File: config.mk
export PLATFORM = sky130hd
export DESIGN_NAME = ss_scan_ctrl_flat
export DESIGN_NICKNAME = d
export VERILOG_FILES = /design/src/rtl/ss_scan_if.sv /design/src/rtl/ss_scan_ctrl.sv /design/src/flat_wrapper.sv
export SDC_FILE = /design/constraint.sdc
export NUM_CORES = 1
export LEC_CHECK = 0
export ABC_AREA = 1
export BUFFER_PORTS_ARGS = -buffer_cell sky130_fd_sc_hd__buf_2
export CAP_MARGIN = 20
export CORE_UTILIZATION = 30
export DETAILED_ROUTE_END_ITERATION = 16
export SLEW_MARGIN = 10
export SYNTH_ARGS = -nofsm -noshare
export SYNTH_HDL_FRONTEND = slang
export SYNTH_SLANG_ARGS = --single-unit
File: constraint.sdc
create_clock -name clk -period 3.05 [get_ports clk]
set_input_delay 0.1525 -clock clk [delete_from_list [all_inputs] [get_ports clk]]
set_output_delay 0.1525 -clock clk [all_outputs]
set_load 0.02 [all_outputs]
File: src/rtl/ss_scan_if.sv
// ss_scan_if: display data in, multiplexed segment/anode drive out
interface ss_scan_if;
  logic            en;
  logic [6:0]      seg0;
  logic [6:0]      seg1;
  logic [6:0]      seg2;
  logic [6:0]      seg3;
  logic [3:0]      dp_in;
  logic [3:0]      digit_en;
  logic [6:0]      seg_out;
  logic            dp_out;
  logic [3:0]      an;
  logic            frame_done;
  modport master (
    output en, seg0, seg1, seg2, seg3, dp_in, digit_en,
    input  seg_out, dp_out, an, frame_done
  );
  modport slave (
    input  en, seg0, seg1, seg2, seg3, dp_in, digit_en,
    output seg_out, dp_out, an, frame_done
  );
endinterface

File: src/rtl/ss_scan_ctrl.sv
// ss_scan_ctrl: 4-digit seven-segment scanner with blanking gap and per-frame snapshot
module ss_scan_ctrl #(
  parameter int DIGIT_CYCLES = 25000,
  parameter int BLANK_CYCLES = 250
) (
  input  logic       clk,
  input  logic       rst_n,
  ss_scan_if.slave   bus
);
  localparam int MAXC = DIGIT_CYCLES > BLANK_CYCLES ? DIGIT_CYCLES : BLANK_CYCLES;
  localparam int CW = $clog2(MAXC + 1);
  localparam logic [CW-1:0] DLOAD = CW'(DIGIT_CYCLES - 1);
  localparam logic [CW-1:0] BLOAD = CW'(BLANK_CYCLES > 0 ? BLANK_CYCLES - 1 : 0);
  typedef enum logic [1:0] {IDLE, BLANK, DRIVE} state_t;
  state_t          state, n_state;
  logic [1:0]      idx, n_idx;
  logic [CW-1:0]   cnt, n_cnt;
  logic [3:0][6:0] sh_seg, n_seg;
  logic [3:0]      sh_dp, n_dp, sh_en, n_en;
  logic            slot_end, wrap, cap, lit;
  // next-state and next-output decode; outputs are computed from the state being entered
  always_comb begin
    slot_end = cnt == '0;
    wrap     = state == DRIVE && slot_end && idx == 2'd3 && bus.en;
    cap      = (state == IDLE && bus.en) || wrap;
    n_seg    = cap ? {bus.seg3, bus.seg2, bus.seg1, bus.seg0} : sh_seg;
    n_dp     = cap ? bus.dp_in : sh_dp;
    n_en     = cap ? bus.digit_en : sh_en;
    n_state  = !bus.en ? IDLE :
               (state == IDLE || (state == DRIVE && slot_end)) ? (BLANK_CYCLES > 0 ? BLANK : DRIVE) :
               (state == BLANK && slot_end) ? DRIVE : state;
    n_idx    = (!bus.en || state == IDLE) ? 2'd0 :
               (state == DRIVE && slot_end) ? idx + 2'd1 : idx;
    n_cnt    = n_state == IDLE ? '0 :
               slot_end ? (n_state == BLANK ? BLOAD : DLOAD) : cnt - CW'(1);
    lit      = n_state == DRIVE && n_en[n_idx];
  end
  // state, snapshot and registered display outputs
  always_ff @(posedge clk or negedge rst_n) begin
    if (!rst_n) begin
      state          <= IDLE;
      idx            <= '0;
      cnt            <= '0;
      sh_seg         <= {4{7'h7F}};
      sh_dp          <= '0;
      sh_en          <= '0;
      bus.an         <= 4'hF;
      bus.seg_out    <= 7'h7F;
      bus.dp_out     <= 1'b1;
      bus.frame_done <= 1'b0;
    end else begin
      state          <= n_state;
      idx            <= n_idx;
      cnt            <= n_cnt;
      sh_seg         <= n_seg;
      sh_dp          <= n_dp;
      sh_en          <= n_en;
      bus.an         <= lit ? ~(4'b0001 << n_idx) : 4'hF;
      bus.seg_out    <= lit ? n_seg[n_idx] : 7'h7F;
      bus.dp_out     <= lit ? ~n_dp[n_idx] : 1'b1;
      bus.frame_done <= wrap;
    end
  end
endmodule

File: src/flat_wrapper.sv
// flat-port wrapper written by rule: the top's interface ports become plain ports
module ss_scan_ctrl_flat 
#(
  parameter int DIGIT_CYCLES = 25000,
  parameter int BLANK_CYCLES = 250
)
  (clk, rst_n, bus_en, bus_seg0, bus_seg1, bus_seg2, bus_seg3, bus_dp_in, bus_digit_en, bus_seg_out, bus_dp_out, bus_an, bus_frame_done);
  ss_scan_if bus_i ();
  input  logic clk;
  input  logic rst_n;
  input wire logic [$bits(bus_i.en)-1:0] bus_en;
  input wire logic [$bits(bus_i.seg0)-1:0] bus_seg0;
  input wire logic [$bits(bus_i.seg1)-1:0] bus_seg1;
  input wire logic [$bits(bus_i.seg2)-1:0] bus_seg2;
  input wire logic [$bits(bus_i.seg3)-1:0] bus_seg3;
  input wire logic [$bits(bus_i.dp_in)-1:0] bus_dp_in;
  input wire logic [$bits(bus_i.digit_en)-1:0] bus_digit_en;
  output wire logic [$bits(bus_i.seg_out)-1:0] bus_seg_out;
  output wire logic [$bits(bus_i.dp_out)-1:0] bus_dp_out;
  output wire logic [$bits(bus_i.an)-1:0] bus_an;
  output wire logic [$bits(bus_i.frame_done)-1:0] bus_frame_done;
  assign bus_i.en = bus_en;
  assign bus_i.seg0 = bus_seg0;
  assign bus_i.seg1 = bus_seg1;
  assign bus_i.seg2 = bus_seg2;
  assign bus_i.seg3 = bus_seg3;
  assign bus_i.dp_in = bus_dp_in;
  assign bus_i.digit_en = bus_digit_en;
  assign bus_seg_out = bus_i.seg_out;
  assign bus_dp_out = bus_i.dp_out;
  assign bus_an = bus_i.an;
  assign bus_frame_done = bus_i.frame_done;
  ss_scan_ctrl #(.DIGIT_CYCLES(DIGIT_CYCLES), .BLANK_CYCLES(BLANK_CYCLES)) u_core (.clk(clk), .rst_n(rst_n), .bus(bus_i));
endmodule
==> results.cfg, run 1 <==
[outcome]
status = complete, no violations

[synth]
syn_area_per_cell_sq_um = 9.06
synth_top_family_by_area = simple AND/OR/NAND/NOR gates
syn-instance-count = 392
synthAdderAreaFrac_pct = 0.704
synth-seq-cells = 68
synth_common_cells = nand2_1, dfstp_2, nand3_2, inv_1
synth_fp_nets = 433
synth_compound_area_share_pct = 2.04
ys_warn_count = 0
async_flop_share_pct = 100
synth.area.top_cells = dfstp_2, dfrtp_1, nand2_1
synth_edf_count = 0
yosysMostFrequentCell = nand2_1
synthFlopType = dfstp_2
synth_xor_area_share_pct = 2.22
yosysTopAreaCellShare_pct = 29.6
synthMuxAreaShare_pct = 0
syn_area_sq_um = 3550
synthDistinctLibCells = 33
seq_area_frac_synth_pct = 49.3
yosys.area_share.simple_pct = 39.0
yosys.area.top_type = dfstp_2

[clocking]
postCtsHoldBufs = 1
clk_latency_ps = 330
cts.sink_count = 68
clk_pin_slew_ps = 60
post_cts_resized = 0
post_cts.repair.setup_buffers = 0
htreeDepth = 3
cts_root_buffer = clkbuf_16
cts.path.max_buffers = 2
cts_tree = done
numCtsBuffers = 9

[route]
wl_met1_um = 3900
drtAntennaViolNets = 0
dr_wl_met3_um = 360
via_per_inst = 4.45
post_drt_wl_per_cell_um = 13.5
drc_errors = 0
vias = 2639
top_layer = met4
finalWirelength_um = 8010
firstDrtPassIters = 4
initialDrtViolationCount = 112
wl_met2_um = 3640

[die]
die_y_um = 111
die-area_sq_um = 12300
rows = 39
num_io_pins = 52
core-area_sq_um = 11500
die_w_um = 111
start_util_pct = 31.0

[setup_path]
crit_family = simple AND/OR/NAND/NOR gates
crit_chain = inv_1 > ha_1 > nand2_2 > nor2_4 > nand2_1 > nand2_1 > o21ai_0 > nor2_1 > buf_6 > nand3_1
critPathMaxFanout = 12
rrSetupSlack_ps = 590
required_ps = 3290
cp-start-kind = register
crit_end = u_core.bus.seg_out[6]$_DFF_PN1_
arrival_ps = 2700
crit_top_cell = nand2_1
reg2reg_depth = 10
reg2reg_from = u_core.cnt[0]$_DFF_PN0_
max_stage_delay_ps = 530
crit_buf_inv = 2
startpoint = u_core.cnt[0]$_DFF_PN0_
r2r-end = u_core.bus.seg_out[6]$_DFF_PN1_
path_class = register to register
crit_cells = 10
slowest_stage = nor2_1
end_kind = register

[sta]
final-setup-viol-count = 0
max_slew_margin_pct = 43.3
max_freq_ghz = 0.407
min_period_over_period_pct = 80.6
fin_crit_ps = 2460
final_hold_viol_count = 0
drv_slew = 0
setup_tns_ps = 0
worst_pin_slew_ps = 851
grt_setup_unrepaired = no
finalClockSkew_ps = 10.7

[worst_hold_path]
hp-class = input port to register

[finish]
multi_input_area_sq_um = 1560
diodes = 0
fin_nets = 486
area_growth_pct = 19.1
drive_gt1_share_pct = 38.4
fill_cells = 1174
ff_latch_area_sq_um = 1750

[place]
gp_congestion = 0.831
hpwl_um = 5660
io_buffers = 51

[power]
leakagePower_nw = 2.05
combinationalPowerShare_pct = 36.4
p_seq_share_pct = 37.2
swShare_pct = 36.7
p_total_mw = 4.08
clockPowerShare_pct = 26.4
intPower_mw = 2.58
peakVddDrop_mv = 0.350
p_per_area_nw_per_um2 = 964
power_switching_mw = 1.50

[grt]
globalRouteOverflowTotal = 0
grt_pass1_wl_um = 13900
antenna_found_initial = 0
grt_start_max_net_pins = 39
grt_pass1_vias = 2793
grt_util_all_layers_pct = 14.2

[job]
maxCapViolCount = 0
==> worst register-to-register path, cell delays in order, from the launching register on <==
cell	delay, ps
dfrtp_1	370
inv_1	90
ha_1	200
nand2_2	110
nor2_4	210
nand2_1	280
nand2_1	140
o21ai_0	120
nor2_1	530
buf_6	240
nand3_1	90
==> cell usage in the layout, fill, tap and decap left out, drive strengths merged <==
cell	n
ha	2
o21ai	5
and2	8
nand2	139
a21oi	5
o31ai	1
inv	33
buf	55
dlygate4sd3	1
nand4	5
xor2	1
clkinvlp	1
clkbuf	10
xnor2	8
nor3	2
bufinv	1
clkinv	3
nand3	56
o41ai	1
nor2	37
a31oi	1
dfrtp	28
dfstp	40
nand3b	7
==> cell type report <==
type	instances	share of cell area, %
flip-flops and latches	68	41.4
well taps	143	4.23
clock buffers	10	5.91
clock inverters	6	1.63
inverters	32	2.84
multi-input cells	278	36.9
repair buffers	56	7.07
==> per-stage QoR <==
stage	instance area, sq um	instances	utilization (%)	setup WS (ps)	hold slack (ps)
global placement	3890	575	33.9	476	299
floorplan	3550	392	-	1220	-143
detailed placement	3900	576	34.0	607	317
CTS	4230	593	36.9	602	30.0
global route	4230	593	36.9	359	36.6
finish	4230	593	36.9	591	36.6
==> worst min-delay path by stage <==
stage          cells past startpoint                              end  slack [ps]        start
6_report                           3      u_core.sh_seg[17]$_DFF_PN1_          40  bus_seg2[3]
5_1_grt                            3      u_core.sh_seg[16]$_DFF_PN1_          40  bus_seg2[2]
4_1_cts                            3      u_core.sh_seg[16]$_DFF_PN1_          30  bus_seg2[2]
3_5_place_dp                       1  u_core.bus.frame_done$_DFF_PN0_         320        rst_n
3_3_place_gp                       1  u_core.bus.frame_done$_DFF_PN0_         300        rst_n
2_1_floorplan                      0  u_core.bus.frame_done$_DFF_PN0_        -140        rst_n
==> cell families after synthesis <==
logic type | Yosys count
AND/OR/NAND/NOR | 254
XOR/XNOR | 9
buffers and inverters | 46
AO/OA/AOI/OAI | 13
flip-flops | 68
adder cells (fa/ha/maj) | 2
==> power groups by stage <==
stage               clock network [mW]  logic [mW]  registers [mW]
floorplan                            0        1.18            1.54
global placement                     0        1.44            1.52
detailed placement                   0        1.48            1.53
CTS                               1.10        1.50            1.52
global route                      1.15        1.68            1.55
finish                            1.08        1.48            1.52
==> registers in the layout, summed over array words and instances, names as in the netlist <==
| register | cells |
|---|---|
| u_core.bus.an | 4 |
| u_core.idx | 2 |
| u_core.bus.seg_out | 7 |
| u_core.state | 2 |
| u_core.sh_seg | 28 |
| u_core.sh_dp | 4 |
| u_core.cnt | 15 |
| u_core.sh_en | 4 |
| u_core.bus.dp_out | 1 |
| u_core.bus.frame_done | 1 |
==> layer usage <==
layer  vias up  track usage (%)
met3        12             3.23
met1      1227             19.2
met5         -                0
li1       1346                -
met2        54             22.6
met4         0             4.27
No activity file was read; power rests on OpenSTA's default activity.
==> inputs of run 2 (changes only) <==
Clock period 3.05 ns to 2.1 ns, I/O delays scaled along.
==> run 2 against run 1 <==
Compared with the run above: clock power up 29%; die area unchanged; cell count up 7.3%; sequential power up 45%; critical endpoint is now u_core.bus.seg_out[1]$_DFF_PN1_; largest power group is now combinational cells.
==> results.cfg, run 2 (synthesized netlist as in run 1, its figures left out) <==
[outcome]
status = complete, no violations

[finish]
final_cell_mix = nand2_1, buf_2, dfstp_2
fin_nets = 529
top_register = u_core.sh_seg
area_growth_pct = 33.1
drive_gt1_share_pct = 41.2
diodes = 0
final_common_cell = nand2_1
design_area_sq_um = 4730
final_util_pct = 41.2
largest_reg_flops = 28
final_cell_count_no_fill = 636
reg.largest.list = u_core.sh_seg (28), u_core.cnt (15), u_core.bus.seg_out (7)

[power]
leakagePower_nw = 2.28
p_per_area_nw_per_um2 = 1300
peakVddDrop_mv = 0.406

[sta]
finalClockSkew_ps = 6.89
max_slew_margin_pct = 53.1
fin_crit_ps = 2020
drv_slew = 0
final_hold_viol_count = 0
min_period_over_period_pct = 96.1
final-setup-viol-count = 0
max_freq_ghz = 0.495
worst_pin_slew_ps = 704

[job]
maxCapViolCount = 0

[clocking]
cts.path.max_buffers = 2
cts_root_buffer = clkbuf_16
clk_latency_ps = 340
numCtsBuffers = 9
cts.sink_count = 68
clk_pin_slew_ps = 60
htreeDepth = 3
cts_tree = done

[die]
num_io_pins = 52
start_util_pct = 31.0
rows = 39
die-area_sq_um = 12300
die_w_um = 111
die_y_um = 111
core-area_sq_um = 11500

[route]
via_per_inst = 4.52
drc_errors = 0
vias = 2873
post_drt_wl_per_cell_um = 13.8
finalWirelength_um = 8760
drtAntennaViolNets = 0
initialDrtViolationCount = 106
firstDrtPassIters = 4

[place]
gp_congestion = 0.733
io_buffers = 51
postPlaceCellArea_sq_um = 3970
hpwl_um = 5920
dpl.cell_count = 584

[grt]
grt_pass1_wl_um = 14600
antenna_found_initial = 0
grt_start_max_net_pins = 32
grt_util_all_layers_pct = 15.1
grt_pass1_vias = 2937
globalRouteOverflowTotal = 0

[setup_path]
path_class = register to register
startpoint = u_core.cnt[0]$_DFF_PN0_
reg2reg_depth = 13
critPathMaxFanout = 6
required_ps = 2380
cp-start-kind = register
reg2reg_from = u_core.cnt[0]$_DFF_PN0_
end_kind = register
arrival_ps = 2290

[worst_hold_path]
hp-class = input port to register
whs_path_depth = 3
hp-start = bus_seg0[5]
[run 2: area by class of cell]
cell class | instances | area, sq um
clock buffers | 10 | 239
clock inverters | 6 | 38.8
fillers | 1111 | 6740
inverters | 32 | 120
multi-input cells | 279 | 1660
flip-flops and latches | 68 | 1750
well taps | 143 | 179
repair buffers | 98 | 739
[run 2: final timing paths]
| path | endpoint | slack, ps |
|---|---|---|
| min | u_core.sh_seg[5]$_DFF_PN1_ | 10 |
| max in group asynchronous | u_core.bus.seg_out[5]$_DFF_PN1_ | 950 |
| max | u_core.bus.seg_out[1]$_DFF_PN1_ | 80 |
| min in group asynchronous | u_core.sh_en[2]$_DFF_PN0_ | 360 |
| min reg2reg | u_core.cnt[0]$_DFF_PN0_ | 480 |
| max reg2reg | u_core.bus.seg_out[1]$_DFF_PN1_ | 80 |
[run 2: critical path: stages (launching register included)]
cell and delay [ps]:
dfrtp_1 380, inv_2 90, ha_4 160, nand2_4 70
nor2_4 160, nand4_4 220, nand2_4 190, buf_4 130
nand2_1 60, nand3_1 70, nand2_1 90, nand2_4 130
nand2_4 110, nand3_2 80
[run 2: repair_timing]
| item | 4_1_cts | 5_1_grt |
|---|---|---|
| buffers inserted | 0 | 9 |
| cloned | 0 | 3 |
| setup endpoints to repair | 3 | 12 |
| hold buffers | 24 | 0 |
| gates resized for setup | 3 | 23 |
| hold endpoints to repair | 51 | 0 |
| pin swaps | 0 | 12 |
[run 2: where the power goes]
part | total [mW] | internal (mW) | switching (mW)
Sequential | 2.21 | 1.99 | 0.215
Clock | 1.39 | 0.828 | 0.558
Combinational | 2.56 | 1.03 | 1.54
[run 2: routing by layer]
layer | GRT usage [%] | vias to the layer above | part of all wire, %
li1 | - | 1440 | -
met1 | 20.3 | 1363 | 48
met2 | 23.0 | 58 | 46
met3 | 3.44 | 12 | 3.8
met4 | 7.20 | 0 | 2.4
met5 | 0 | - | 0
[run 2: stage by stage]
step	TNS (ps)	hold slack [ps]	power, mW	setup slack (ps)
6_report	0	11.4	6.16	81.3
3_5_place_dp	-59.1	208	4.43	-25.7
3_3_place_gp	0	201	4.36	23.0
4_1_cts	0	7.22	5.91	20.3
2_1_floorplan	0	-191	3.94	272
5_1_grt	-6.77	14.3	6.62	-5.99
==> inputs of run 3 (changes only) <==
Settings changed: ABC_AREA 1 to unset.
==> run 3 against run 2 <==
Compared with the run above: sequential power down 4%; sequential share of layout area is 0.70 points lower; core utilization grew 5.7 points; largest cell class unchanged; clock power down 30%; area after synthesis fell by 11%; the run now ends with negative setup slack left; combinational power about the same; register-to-register slack worse by 410 ps; cell count fell by 13%; clock skew rose by 8.6 ps.
==> results.cfg, run 3 <==
[die]
die_w_um = 105
core-area_sq_um = 10300
die_y_um = 105
start_util_pct = 30.9
rows = 37
num_io_pins = 52
die-area_sq_um = 11000

[place]
hpwl_um = 5100
gp_congestion = 0.794
io_buffers = 51

[synth]
yosys.area.top_type = dfstp_2
ys_warn_count = 0
synthDistinctLibCells = 44
yosysMostFrequentCell = dfstp_2
yosysTopAreaCellShare_pct = 33.1
syn_area_sq_um = 3170
syn_area_per_cell_sq_um = 11.8
seq_area_frac_synth_pct = 55.2
synth_fp_nets = 310
synth_common_cells = dfstp_2, mux2i_1, inv_1, dfrtp_1, nor2_1
synth-seq-cells = 68
synth_edf_count = 0
synth.area.top_cells = dfstp_2, dfrtp_1, mux2i_1
syn-instance-count = 269
synthFlopType = dfstp_2
async_flop_share_pct = 100

[route]
drtAntennaViolNets = 0
vias = 2470
finalWirelength_um = 7700
firstDrtPassIters = 4
via_per_inst = 4.48
post_drt_wl_per_cell_um = 14.0
drc_errors = 0
initialDrtViolationCount = 100

[finish]
area_growth_pct = 51.9
top_register = u_core.sh_seg
final_common_cell = buf_4
largest_reg_flops = 28
drive_gt1_share_pct = 55.2
fin_nets = 451
diodes = 0
multi_input_area_sq_um = 1560
reg.largest.list = u_core.sh_seg (28), u_core.cnt (15), u_core.bus.seg_out (7)
fill_cells = 970
final_util_pct = 46.9
ff_latch_area_sq_um = 1750
final_cell_mix = buf_4, buf_2, dfstp_2

[clocking]
numCtsBuffers = 9
cts_tree = done
cts.path.max_buffers = 2
clk_pin_slew_ps = 70
cts_root_buffer = clkbuf_8
cts.sink_count = 68
htreeDepth = 3
clk_latency_ps = 350

[sta]
min_period_over_period_pct = 116
grt_setup_unrepaired = yes
max_slew_margin_pct = 72.8
final-setup-viol-count = 34
worst_pin_slew_ps = 406
final_hold_viol_count = 0
finalClockSkew_ps = 15.5
max_freq_ghz = 0.412
setup_ws_ps = -330
drv_slew = 0
fin_crit_ps = 2430

[setup_path]
end_kind = register
cp-start-kind = register
critPathMaxFanout = 7
path_class = register to register
required_ps = 2390
arrival_ps = 2720

[grt]
grt_start_max_net_pins = 69
grt_pass1_wl_um = 12800
grt_pass1_vias = 2662
grt_util_all_layers_pct = 15.1
antenna_found_initial = 0
globalRouteOverflowTotal = 0

[power]
peakVddDrop_mv = 0.513
p_total_mw = 5.67
leakagePower_nw = 2.12
p_per_area_nw_per_um2 = 1180

[job]
maxCapViolCount = 0

[outcome]
status = finished, violations left
violations = negative setup slack

[worst_hold_path]
hp-class = input port to register
run 3: cell count changes after synthesis, moves of 8 or more:
cell	delta
nand3_2	-31
mux2i_1	+35
and2_1	-8
nand2_1	-109
mux2_2	+11
o22ai_1	+12
nand3_1	-23
nand2_2	-15
run 3: path summary, 6_finish.rpt:
path,startpoint,endpoint,slack [ps],cells after the start
worst max-delay path,u_core.cnt[9]$_DFF_PN0_,u_core.bus.seg_out[2]$_DFF_PN1_,-330,9
min in group asynchronous,rst_n,u_core.sh_en[0]$_DFF_PN0_,300,3
worst min-delay path,bus_seg3[4],u_core.sh_seg[25]$_DFF_PN1_,6,2
worst min register to register,u_core.sh_dp[1]$_DFF_PN0_,u_core.sh_dp[1]$_DFF_PN0_,480,2
worst max register to register,u_core.cnt[9]$_DFF_PN0_,u_core.bus.seg_out[2]$_DFF_PN1_,-330,9
max in group asynchronous,rst_n,u_core.sh_seg[19]$_DFF_PN1_,1460,3
run 3: per-stage QoR:
step	std cells	worst slack, ps	hold WS [ps]	instance area [sq um]	TNS (ps)
after global routing	551	-425	8.42	4820	-9290
final	551	-330	6.27	4820	-6330
after detailed placement	506	-314	158	4070	-3930
after CTS	543	-282	2.13	4540	-4560
after floorplan	269	-325	-191	3240	-4840
after global placement	506	-286	156	4070	-3810
run 3: cell families after synthesis:
kind of cell	count (synthesis)	synth area share [%]
compound gates	34	8.40
buf+inv	37	5.20
simple gates	70	12.1
fa+ha+maj	2	0.788
flops	68	55.2
xor+xnor	11	3.04
mux	47	15.3
run 3: critical path, cell delays in order, from the launching register on:
cell and delay (ps):
dfrtp_1 380, or4_4 540, nand4b_4 220, o32ai_4 220, buf_12 190, mux2i_4 240
o22ai_2 110, o211a_1 260, buf_6 150, nand2_1 60
run 3: timing repair:
item,4_1_cts,5_1_grt
endpoints found under the setup margin,26,39
hold endpoints to repair,44,1
setup buffers,3,6
pin swaps,1,5
hold buffers,17,1
gates resized for setup,16,40
cloned,1,1
run 3: power breakdown:
part           internal, mW  switching, mW  total, mW  leakage, nW
sequential             1.91          0.221       2.13        0.781
clock                 0.458          0.514      0.972       0.0920
combinational          1.43           1.13       2.57         1.25
total                  3.80           1.87       5.67         2.12
run 3: area by class of cell:
type | count | area share (%)
clock buffer | 10 | 2.85
tap | 136 | 3.53
inverter | 30 | 2.34
multi-input combinational | 164 | 32.3
sequential | 68 | 36.3
clock inverter | 6 | 0.831
timing repair buffer | 137 | 21.8
run 3: metal layers:
layer | share of wire, % | GRT usage, % | vias up
met3 | 2.9 | 3.87 | 12
met2 | 49 | 23.6 | 38
met4 | 2.4 | 6.94 | 0
met1 | 46 | 19.6 | 1211
li1 | - | - | 1209
met5 | 0 | 0 | -
